--- src/rtl/muldiv_seq_unit_pkg.sv ---
`default_nettype none
// ============================================================================
//  Module      : muldiv_seq_unit_pkg
//  Description : Shared definitions for the sequential RV32M multiply/divide
//                unit: default widths, funct3 op encodings, FSM states.
//  Revision    : 1.0 - initial release
// ============================================================================
package muldiv_seq_unit_pkg;

    localparam int XLEN_DEF       = 32;
    localparam int HART_ID_W_DEF  = 1;
    localparam int REG_ADDR_W_DEF = 5;

    // RV32M funct3 encodings
    typedef enum logic [2:0] {
        MULDIV_MUL    = 3'd0,
        MULDIV_MULH   = 3'd1,
        MULDIV_MULHSU = 3'd2,
        MULDIV_MULHU  = 3'd3,
        MULDIV_DIV    = 3'd4,
        MULDIV_DIVU   = 3'd5,
        MULDIV_REM    = 3'd6,
        MULDIV_REMU   = 3'd7
    } muldiv_op_e;

    // Sequencer states: idle, iterate one bit per cycle, finalize result
    typedef enum logic [1:0] {
        ST_IDLE = 2'd0,
        ST_ITER = 2'd1,
        ST_FIN  = 2'd2
    } muldiv_state_e;

endpackage : muldiv_seq_unit_pkg
`default_nettype wire

--- src/rtl/muldiv_seq_unit_if.sv ---
`default_nettype none
// ============================================================================
//  Module      : muldiv_seq_unit_if
//  Description : Request/response bundle between the core (master) and the
//                multiply/divide unit (slave).
//  Revision    : 1.0 - initial release
// ============================================================================
interface muldiv_seq_unit_if #(
    parameter int XLEN       = 32,
    parameter int HART_ID_W  = 1,
    parameter int REG_ADDR_W = 5
) ();
    logic                  muldiv_start;
    logic [2:0]            muldiv_op;
    logic [XLEN-1:0]       muldiv_a;
    logic [XLEN-1:0]       muldiv_b;
    logic [HART_ID_W-1:0]  muldiv_hart_id;
    logic [REG_ADDR_W-1:0] muldiv_rd;
    logic                  muldiv_busy;
    logic                  muldiv_done;
    logic [XLEN-1:0]       muldiv_result;
    logic [HART_ID_W-1:0]  muldiv_done_hart_id;
    logic [REG_ADDR_W-1:0] muldiv_done_rd;

    modport master (
        output muldiv_start, muldiv_op, muldiv_a, muldiv_b, muldiv_hart_id, muldiv_rd,
        input  muldiv_busy, muldiv_done, muldiv_result, muldiv_done_hart_id, muldiv_done_rd
    );

    modport slave (
        input  muldiv_start, muldiv_op, muldiv_a, muldiv_b, muldiv_hart_id, muldiv_rd,
        output muldiv_busy, muldiv_done, muldiv_result, muldiv_done_hart_id, muldiv_done_rd
    );
endinterface : muldiv_seq_unit_if
`default_nettype wire

--- src/rtl/muldiv_seq_unit_iter.sv ---
`default_nettype none
// ============================================================================
//  Module      : muldiv_seq_unit_iter
//  Description : Radix-2 step datapath on unsigned magnitudes. Multiply is
//                shift-add (product ends in {hi,lo}); divide is restoring
//                (quotient ends in lo, remainder in hi).
//  Revision    : 1.0 - initial release
// ============================================================================
module muldiv_seq_unit_iter #(
    parameter int XLEN = 32
) (
    input  wire logic            clk,
    input  wire logic            rst,
    input  wire logic            load,
    input  wire logic            step,
    input  wire logic            is_div,
    input  wire logic [XLEN-1:0] a_mag,
    input  wire logic [XLEN-1:0] b_mag,
    output logic      [XLEN-1:0] hi,
    output logic      [XLEN-1:0] lo
);
    // hi carries one extra bit so the multiply partial sum never overflows
    logic [XLEN:0]   r_hi;
    logic [XLEN-1:0] r_lo;
    logic [XLEN-1:0] r_opnd;   // multiplicand or divisor

    logic [XLEN:0]   w_mul_sum;
    logic [XLEN:0]   w_div_shift;
    logic [XLEN:0]   w_div_diff;
    logic            w_qbit;
    logic [XLEN:0]   w_next_hi;
    logic [XLEN-1:0] w_next_lo;

    // Next-step values for both algorithms, selected by operation class
    always_comb begin
        w_mul_sum   = r_hi + {1'b0, (r_lo[0] ? r_opnd : '0)};
        w_div_shift = {r_hi[XLEN-1:0], r_lo[XLEN-1]};
        w_div_diff  = w_div_shift - {1'b0, r_opnd};
        w_qbit      = ~w_div_diff[XLEN];
        if (is_div) begin
            w_next_hi = w_qbit ? w_div_diff : w_div_shift;
            w_next_lo = {r_lo[XLEN-2:0], w_qbit};
        end else begin
            w_next_hi = {1'b0, w_mul_sum[XLEN:1]};
            w_next_lo = {w_mul_sum[0], r_lo[XLEN-1:1]};
        end
    end

    // Load operands on accept, advance one bit per step cycle
    always_ff @(posedge clk) begin
        if (rst) begin
            r_hi   <= '0;
            r_lo   <= '0;
            r_opnd <= '0;
        end else if (load) begin
            r_hi   <= '0;
            r_lo   <= a_mag;
            r_opnd <= b_mag;
        end else if (step) begin
            r_hi   <= w_next_hi;
            r_lo   <= w_next_lo;
        end
    end

    assign hi = r_hi[XLEN-1:0];
    assign lo = r_lo;

endmodule : muldiv_seq_unit_iter
`default_nettype wire

--- src/rtl/muldiv_seq_unit.sv ---
`default_nettype none
// ============================================================================
//  Module      : muldiv_seq_unit
//  Description : Shared multi-cycle RV32M multiply/divide unit with hart/rd
//                tagging. Fixed XLEN+1 cycle accept-to-done latency for all
//                operations, including divide-by-zero and signed overflow.
//  Revision    : 1.0 - initial release
// ============================================================================
module muldiv_seq_unit
    import muldiv_seq_unit_pkg::*;
#(
    parameter int XLEN       = XLEN_DEF,
    parameter int HART_ID_W  = HART_ID_W_DEF,
    parameter int REG_ADDR_W = REG_ADDR_W_DEF
) (
    input  wire logic        clk,
    input  wire logic        rst_n,   // active-high synchronous reset
    muldiv_seq_unit_if.slave bus
);
    localparam int                CNT_W       = $clog2(XLEN);
    localparam logic [CNT_W-1:0]  c_last_iter = CNT_W'(XLEN - 1);

    muldiv_state_e         r_state;
    logic [CNT_W-1:0]      r_cnt;
    muldiv_op_e            r_op;
    logic [XLEN-1:0]       r_a;
    logic                  r_neg_q;     // product/quotient must be negated
    logic                  r_neg_r;     // remainder must be negated
    logic                  r_b_zero;
    logic                  r_is_div;
    logic [HART_ID_W-1:0]  r_hart;
    logic [REG_ADDR_W-1:0] r_rd;
    logic                  r_busy;
    logic                  r_done;
    logic [XLEN-1:0]       r_result;
    logic [HART_ID_W-1:0]  r_done_hart;
    logic [REG_ADDR_W-1:0] r_done_rd;

    muldiv_op_e            w_op;
    logic                  w_accept;
    logic                  w_a_signed;
    logic                  w_b_signed;
    logic                  w_a_neg;
    logic                  w_b_neg;
    logic [XLEN-1:0]       w_a_mag;
    logic [XLEN-1:0]       w_b_mag;
    logic [XLEN-1:0]       w_core_hi;
    logic [XLEN-1:0]       w_core_lo;
    logic [2*XLEN-1:0]     w_prod;
    logic [2*XLEN-1:0]     w_prod_s;
    logic [XLEN-1:0]       w_quot;
    logic [XLEN-1:0]       w_rem;
    logic [XLEN-1:0]       w_result;

    assign w_op     = muldiv_op_e'(bus.muldiv_op);
    assign w_accept = bus.muldiv_start && !r_busy;

    // Operand signedness and magnitudes; MUL low half is sign-agnostic
    always_comb begin
        w_a_signed = (w_op == MULDIV_MULH) || (w_op == MULDIV_MULHSU) ||
                     (w_op == MULDIV_DIV)  || (w_op == MULDIV_REM);
        w_b_signed = (w_op == MULDIV_MULH) || (w_op == MULDIV_DIV) ||
                     (w_op == MULDIV_REM);
        w_a_neg    = w_a_signed && bus.muldiv_a[XLEN-1];
        w_b_neg    = w_b_signed && bus.muldiv_b[XLEN-1];
        w_a_mag    = w_a_neg ? -bus.muldiv_a : bus.muldiv_a;
        w_b_mag    = w_b_neg ? -bus.muldiv_b : bus.muldiv_b;
    end

    muldiv_seq_unit_iter #(
        .XLEN (XLEN)
    ) u_iter (
        .clk    (clk),
        .rst    (rst_n),
        .load   (w_accept),
        .step   (r_state == ST_ITER),
        .is_div (r_is_div),
        .a_mag  (w_a_mag),
        .b_mag  (w_b_mag),
        .hi     (w_core_hi),
        .lo     (w_core_lo)
    );

    // Sign fix-up and special-case result selection from the finished core
    always_comb begin
        w_prod   = {w_core_hi, w_core_lo};
        w_prod_s = r_neg_q ? -w_prod : w_prod;
        w_quot   = r_neg_q ? -w_core_lo : w_core_lo;
        w_rem    = r_neg_r ? -w_core_hi : w_core_hi;
        w_result = '0;
        case (r_op)
            MULDIV_MUL:                               w_result = w_prod_s[XLEN-1:0];
            MULDIV_MULH, MULDIV_MULHSU, MULDIV_MULHU: w_result = w_prod_s[2*XLEN-1:XLEN];
            MULDIV_DIV, MULDIV_DIVU:                  w_result = r_b_zero ? '1 : w_quot;
            MULDIV_REM, MULDIV_REMU:                  w_result = r_b_zero ? r_a : w_rem;
            default:                                  w_result = '0;
        endcase
    end

    // Sequencer: accept, iterate XLEN cycles, then publish result and tags
    always_ff @(posedge clk) begin
        if (rst_n) begin
            r_state     <= ST_IDLE;
            r_cnt       <= '0;
            r_op        <= MULDIV_MUL;
            r_a         <= '0;
            r_neg_q     <= 1'b0;
            r_neg_r     <= 1'b0;
            r_b_zero    <= 1'b0;
            r_is_div    <= 1'b0;
            r_hart      <= '0;
            r_rd        <= '0;
            r_busy      <= 1'b0;
            r_done      <= 1'b0;
            r_result    <= '0;
            r_done_hart <= '0;
            r_done_rd   <= '0;
        end else begin
            r_done <= 1'b0;
            case (r_state)
                ST_IDLE: begin
                    if (w_accept) begin
                        r_op     <= w_op;
                        r_a      <= bus.muldiv_a;
                        r_neg_q  <= w_a_neg ^ w_b_neg;
                        r_neg_r  <= w_a_neg;
                        r_b_zero <= (bus.muldiv_b == '0);
                        r_is_div <= bus.muldiv_op[2];
                        r_hart   <= bus.muldiv_hart_id;
                        r_rd     <= bus.muldiv_rd;
                        r_cnt    <= '0;
                        r_busy   <= 1'b1;
                        r_state  <= ST_ITER;
                    end
                end
                ST_ITER: begin
                    r_cnt <= r_cnt + 1'b1;
                    if (r_cnt == c_last_iter) begin
                        r_state <= ST_FIN;
                    end
                end
                ST_FIN: begin
                    r_result    <= w_result;
                    r_done_hart <= r_hart;
                    r_done_rd   <= r_rd;
                    r_done      <= 1'b1;
                    r_busy      <= 1'b0;
                    r_state     <= ST_IDLE;
                end
                default: begin
                    r_busy  <= 1'b0;
                    r_state <= ST_IDLE;
                end
            endcase
        end
    end

    assign bus.muldiv_busy         = r_busy;
    assign bus.muldiv_done         = r_done;
    assign bus.muldiv_result       = r_result;
    assign bus.muldiv_done_hart_id = r_done_hart;
    assign bus.muldiv_done_rd      = r_done_rd;

endmodule : muldiv_seq_unit
`default_nettype wire

--- src/flat_wrapper.sv ---
// flat-port wrapper written by rule: the top's interface ports become plain ports
module muldiv_seq_unit_flat import muldiv_seq_unit_pkg::*;
#(
    parameter int XLEN       = XLEN_DEF,
    parameter int HART_ID_W  = HART_ID_W_DEF,
    parameter int REG_ADDR_W = REG_ADDR_W_DEF
)
  (clk, rst_n, bus_muldiv_start, bus_muldiv_op, bus_muldiv_a, bus_muldiv_b, bus_muldiv_hart_id, bus_muldiv_rd, bus_muldiv_busy, bus_muldiv_done, bus_muldiv_result, bus_muldiv_done_hart_id, bus_muldiv_done_rd);
  muldiv_seq_unit_if #(.XLEN(XLEN), .HART_ID_W(HART_ID_W), .REG_ADDR_W(REG_ADDR_W)) bus_i ();
  input  wire logic clk;
  input  wire logic rst_n;
  input wire logic [$bits(bus_i.muldiv_start)-1:0] bus_muldiv_start;
  input wire logic [$bits(bus_i.muldiv_op)-1:0] bus_muldiv_op;
  input wire logic [$bits(bus_i.muldiv_a)-1:0] bus_muldiv_a;
  input wire logic [$bits(bus_i.muldiv_b)-1:0] bus_muldiv_b;
  input wire logic [$bits(bus_i.muldiv_hart_id)-1:0] bus_muldiv_hart_id;
  input wire logic [$bits(bus_i.muldiv_rd)-1:0] bus_muldiv_rd;
  output wire logic [$bits(bus_i.muldiv_busy)-1:0] bus_muldiv_busy;
  output wire logic [$bits(bus_i.muldiv_done)-1:0] bus_muldiv_done;
  output wire logic [$bits(bus_i.muldiv_result)-1:0] bus_muldiv_result;
  output wire logic [$bits(bus_i.muldiv_done_hart_id)-1:0] bus_muldiv_done_hart_id;
  output wire logic [$bits(bus_i.muldiv_done_rd)-1:0] bus_muldiv_done_rd;
  assign bus_i.muldiv_start = bus_muldiv_start;
  assign bus_i.muldiv_op = bus_muldiv_op;
  assign bus_i.muldiv_a = bus_muldiv_a;
  assign bus_i.muldiv_b = bus_muldiv_b;
  assign bus_i.muldiv_hart_id = bus_muldiv_hart_id;
  assign bus_i.muldiv_rd = bus_muldiv_rd;
  assign bus_muldiv_busy = bus_i.muldiv_busy;
  assign bus_muldiv_done = bus_i.muldiv_done;
  assign bus_muldiv_result = bus_i.muldiv_result;
  assign bus_muldiv_done_hart_id = bus_i.muldiv_done_hart_id;
  assign bus_muldiv_done_rd = bus_i.muldiv_done_rd;
  muldiv_seq_unit #(.XLEN(XLEN), .HART_ID_W(HART_ID_W), .REG_ADDR_W(REG_ADDR_W)) u_core (.clk(clk), .rst_n(rst_n), .bus(bus_i));
endmodule
--- config.mk ---
export PLATFORM = sky130hd
export DESIGN_NAME = muldiv_seq_unit_flat
export DESIGN_NICKNAME = d
export VERILOG_FILES = /design/src/rtl/muldiv_seq_unit_pkg.sv /design/src/rtl/muldiv_seq_unit_if.sv /design/src/rtl/muldiv_seq_unit_iter.sv /design/src/rtl/muldiv_seq_unit.sv /design/src/flat_wrapper.sv
export SDC_FILE = /design/constraint.sdc
export NUM_CORES = 1
export LEC_CHECK = 0
export ABC_AREA = 1
export BUFFER_PORTS_ARGS = -buffer_cell sky130_fd_sc_hd__buf_2
export CORE_ASPECT_RATIO = 1.1
export CORE_MARGIN = 3
export CORE_UTILIZATION = 35
export DETAILED_ROUTE_END_ITERATION = 10
export PLACE_DENSITY_LB_ADDON = 0.1
export REMOVE_ABC_BUFFERS = 1
export SETUP_SLACK_MARGIN = 0.2
export SKIP_CTS_REPAIR_TIMING = 1
export SLEW_MARGIN = 0
export SYNTH_ARGS = -nofsm -noshare
export SYNTH_HDL_FRONTEND = slang
export SYNTH_SLANG_ARGS = --single-unit
--- constraint.sdc ---
create_clock -name clk -period 4.8 [get_ports clk]
set_input_delay 0.24 -clock clk [delete_from_list [all_inputs] [get_ports clk]]
set_output_delay 0.24 -clock clk [all_outputs]
set_load 0.05 [all_outputs]
==> results.yml <==
worst_hold_path:
  holdPathStages: 3
  hp-class: "input pin to flop"
worst_setup_path:
  arrival_ns: 4.23
  crit_family: "simple AND/OR/NAND/NOR gates"
  worstRegToRegCells: 21
  cp_data_required_time_ns: 5.21
  worstPathCellList: "inv_1 > ha_1 > fa_1 > nand3b_1 > nand2_1 > nand2_1 > nand2_1 > nand3_1 > nand2_1 > nand2_1 > nand2_1 > a21oi_1 > o21bai_1 > ha_1 > inv_1 > buf_4 > a21oi_1 > o21ai_0 > nand3_1 > nand2_1 > inv_1"
  critical_path.endpoint_type: "flop"
  critical-path-max-stage-delay_ns: 0.41
  critical_path_buf_inv_count: 4
  worstSetupPathDepth: 21
  timing_worst_setup_path_type: "flop to flop"
  crit_top_cell: "sky130_fd_sc_hd__nand2_1"
  critical_path_cell_with_the_highest_stage_delay: "sky130_fd_sc_hd__fa_1"
  critical_path.max_fanout: 24
  worstSetupStartpointType: "flop"
placement:
  gp_congestion: 1.06
  place.port_buffers: 115
  detailed_place_hpwl_um: 73600
  numPlacedInstances: 3806
floorplanning:
  rows: 85
  floorplan.die_area_um2: 53100
  floorplan.initialDensity: 0.357
  floorplan.die.width_um: 220
  fp.dieH_um: 241
  core_area_um2: 49300
  pin_count: 116
clock_network:
  clk_latency_ns: 0.52
  numCtsBuffers: 17
  clk_transition_reported_paths_ns: 0.08
  cts_max_path_buffers: 2
  h-tree-depth: 4
  tritoncts: "yes"
  root_buffer: "sky130_fd_sc_hd__clkbuf_16"
  cts.sink_count: 188
routing:
  detailedRoute.firstIterationViolations: 1515
  router_iterations_before_antenna_repair: 7
  drt-vias-per-instance: 5.50
  drcViolationCount: 0
  final_antenna_net_count: 0
  postRouteWirelength_um: 90600
  vias: 21161
  wl_per_cell_um: 23.6
status:
  result_of_the_run: "finished, final reports clean"
logic_synthesis:
  yosys_register_bits: 188
  synth_top_flop_cell: "sky130_fd_sc_hd__dfxtp_1"
  synth_top_cells_by_area: "sky130_fd_sc_hd__dfxtp_1 (21%), sky130_fd_sc_hd__nand2_1 (18%), sky130_fd_sc_hd__inv_1 (8.6%)"
  synth_area_um2: 17600
  synth_async_sr_flop_share: 0
  synth.distinct_cells: 53
  synth_enable_flop_cells: 0
  synthCells: 3112
  ys_seq_area_frac: 0.213
  post-synth-top-area-fraction: 0.213
  yosys_warnings: 0
  synthesis.area_per_instance_um2: 5.67
  library_cell_occupying_the_most_area_in_the_post_synthesis_netlist: "sky130_fd_sc_hd__dfxtp_1"
final_layout:
  syn_to_final_growth_pct: 11.1
  nets: 3330
  most-common-layout-cells: "sky130_fd_sc_hd__nand2_1 (836), sky130_fd_sc_hd__inv_1 (401), sky130_fd_sc_hd__nor2_1 (313)"
  finalNonFillerCells: 3847
  layout_commonest_cell: "sky130_fd_sc_hd__nand2_1"
  final_layout_size_suffix_gt1_frac: 0.0845
  filler_cell_count: 5600
sta:
  hold_violations: 0
  setup-violations-final: 0
  rsz0062_at_grt: "false"
  period_share: 0.797
  setup_tns_ns: 0
  slew_headroom: 0.155
  drv_slew: 0
  period_minus_slack_ns: 3.83
  final.setup_skew_ns: 0.0219
  clock.fmax_ghz: 0.261
  least_margin_pin_slew_ns: 1.25
global_route:
  largest_net_degree_at_the_start_of_global_routing: 60
  grt_pass1_wl_um: 130000
  grt_remaining_overflow: 0
  antenna_found_initial: 2
  vias_in_the_first_global_route: 20232
  track_usage: 0.338
job:
  drv_cap: 0
power:
  vdd.ir_drop.worst_uv: 214
  power_per_cell_area_nw_per_um2: 316
  reported_leakage_power_nw: 9.53
Yosys cell counts, types with 3 or more instances:
cell,number
sky130_fd_sc_hd__nand2_1,836
sky130_fd_sc_hd__inv_1,402
sky130_fd_sc_hd__nor2_1,316
sky130_fd_sc_hd__o21ai_0,291
sky130_fd_sc_hd__a21oi_1,281
sky130_fd_sc_hd__nand3_1,276
sky130_fd_sc_hd__dfxtp_1,188
sky130_fd_sc_hd__clkbuf_1,76
sky130_fd_sc_hd__ha_1,71
sky130_fd_sc_hd__xor2_1,36
sky130_fd_sc_hd__o22ai_1,34
sky130_fd_sc_hd__a31oi_1,30
sky130_fd_sc_hd__nor3_1,29
sky130_fd_sc_hd__o211ai_1,23
sky130_fd_sc_hd__buf_2,21
sky130_fd_sc_hd__nand4_1,20
sky130_fd_sc_hd__nand3b_1,17
sky130_fd_sc_hd__nor2_2,16
sky130_fd_sc_hd__buf_1,15
sky130_fd_sc_hd__nand2_2,11
sky130_fd_sc_hd__o21ai_1,11
sky130_fd_sc_hd__xnor2_1,9
sky130_fd_sc_hd__inv_2,8
sky130_fd_sc_hd__nor2_4,8
sky130_fd_sc_hd__o21bai_1,8
sky130_fd_sc_hd__nand3_2,7
sky130_fd_sc_hd__clkinv_1,5
sky130_fd_sc_hd__nand2_4,5
sky130_fd_sc_hd__nor4_1,5
sky130_fd_sc_hd__o21a_1,5
sky130_fd_sc_hd__o21ai_2,5
sky130_fd_sc_hd__o32ai_1,5
sky130_fd_sc_hd__or2_2,5
sky130_fd_sc_hd__a211oi_1,4
sky130_fd_sc_hd__o2111ai_1,4
sky130_fd_sc_hd__a21oi_2,3
sky130_fd_sc_hd__a221oi_1,3
state kept, by name, indices dropped and copies added (netlist names), 3 cells and up:
| name | cells |
|---|---|
| u_core.bus.muldiv_done_rd | 5 |
| u_core.bus.muldiv_result | 32 |
| u_core.r_a | 32 |
| u_core.r_cnt | 5 |
| u_core.r_op | 3 |
| u_core.r_rd | 5 |
| u_core.u_iter.lo | 32 |
| u_core.u_iter.r_hi | 33 |
| u_core.u_iter.r_opnd | 32 |
final timing paths:
kind         slack [ns]                              start                                           to
min reg2reg        0.46         u_core.r_hart$_SDFFE_PP0P_  u_core.bus.muldiv_done_hart_id$_SDFFE_PP0P_
max reg2reg        0.97  u_core.u_iter.lo[31]$_SDFFE_PP0P_          u_core.u_iter.r_hi[18]$_SDFFE_PP0P_
min                0.01                   bus_muldiv_op[0]                  u_core.r_op[0]$_SDFFE_PP0P_
max                0.97  u_core.u_iter.lo[31]$_SDFFE_PP0P_          u_core.u_iter.r_hi[18]$_SDFFE_PP0P_
worst register-to-register path: stages, from the launching register on:
cell and delay (ns):
sky130_fd_sc_hd__dfxtp_1 0.40, sky130_fd_sc_hd__inv_1 0.15, sky130_fd_sc_hd__ha_1 0.27, sky130_fd_sc_hd__fa_1 0.41, sky130_fd_sc_hd__nand3b_1 0.18, sky130_fd_sc_hd__nand2_1 0.13
sky130_fd_sc_hd__nand2_1 0.06, sky130_fd_sc_hd__nand2_1 0.11, sky130_fd_sc_hd__nand3_1 0.08, sky130_fd_sc_hd__nand2_1 0.19, sky130_fd_sc_hd__nand2_1 0.11, sky130_fd_sc_hd__nand2_1 0.10
sky130_fd_sc_hd__a21oi_1 0.09, sky130_fd_sc_hd__o21bai_1 0.15, sky130_fd_sc_hd__ha_1 0.35, sky130_fd_sc_hd__inv_1 0.19, sky130_fd_sc_hd__buf_4 0.30, sky130_fd_sc_hd__a21oi_1 0.12
sky130_fd_sc_hd__o21ai_0 0.10, sky130_fd_sc_hd__nand3_1 0.10, sky130_fd_sc_hd__nand2_1 0.09, sky130_fd_sc_hd__inv_1 0.04
power breakdown:
| part | internal, W | switching, W | total, W |
|---|---|---|---|
| Sequential | 0.00167 | 0.000176 | 0.00185 |
| Combinational | 0.000760 | 0.00204 | 0.00280 |
| Clock | 0.000713 | 0.000829 | 0.00154 |
| Total | 0.00315 | 0.00304 | 0.00619 |
kinds of logic after synthesis:
logic type / Yosys count / synth area share
xor gates and xnor gates: 45 / 0.0223
and+or+nand+nor: 1558 / 0.376
adders and majority gates: 73 / 0.0526
DFF: 188 / 0.213
buffers and inverters: 530 / 0.115
AOI/OAI and AO/OA: 718 / 0.221
layout make-up:
cell class	instances	area [um2]	area share
clock buffer	17	425	0.0217
clock inverter	15	201	0.0103
sequential	188	3770	0.192
inverter	415	1560	0.0795
multi-input combinational	2394	11900	0.605
antenna	1	2.50	0.000128
timing repair buffer	165	971	0.0495
tap	652	816	0.0416
through the flow:
stage | area, um2 | util | setup slack, ns | power, W | hold slack, ns
after global placement | 18900 | 0.383 | 1.07 | 0.00463 | 0.437
after floorplan | 17200 | - | 1.06 | 0.00351 | 0.302
after CTS | 19500 | 0.396 | 0.947 | 0.00617 | -0.110
after detailed placement | 18900 | 0.383 | 0.987 | 0.00462 | 0.447
final | 19600 | 0.397 | 0.973 | 0.00619 | 0.0126
after global routing | 19600 | 0.397 | 0.636 | 0.00656 | 0.0131
routing by layer:
layer / up-vias / part of all wire / global-route usage
met5: - / 0 / 0
met3: 214 / 0.052 / 0.0438
met1: 9833 / 0.38 / 0.377
met2: 760 / 0.48 / 0.584
li1: 10354 / - / -
met4: 0 / 0.087 / 0.262
Power figures use the tool's default switching activity.
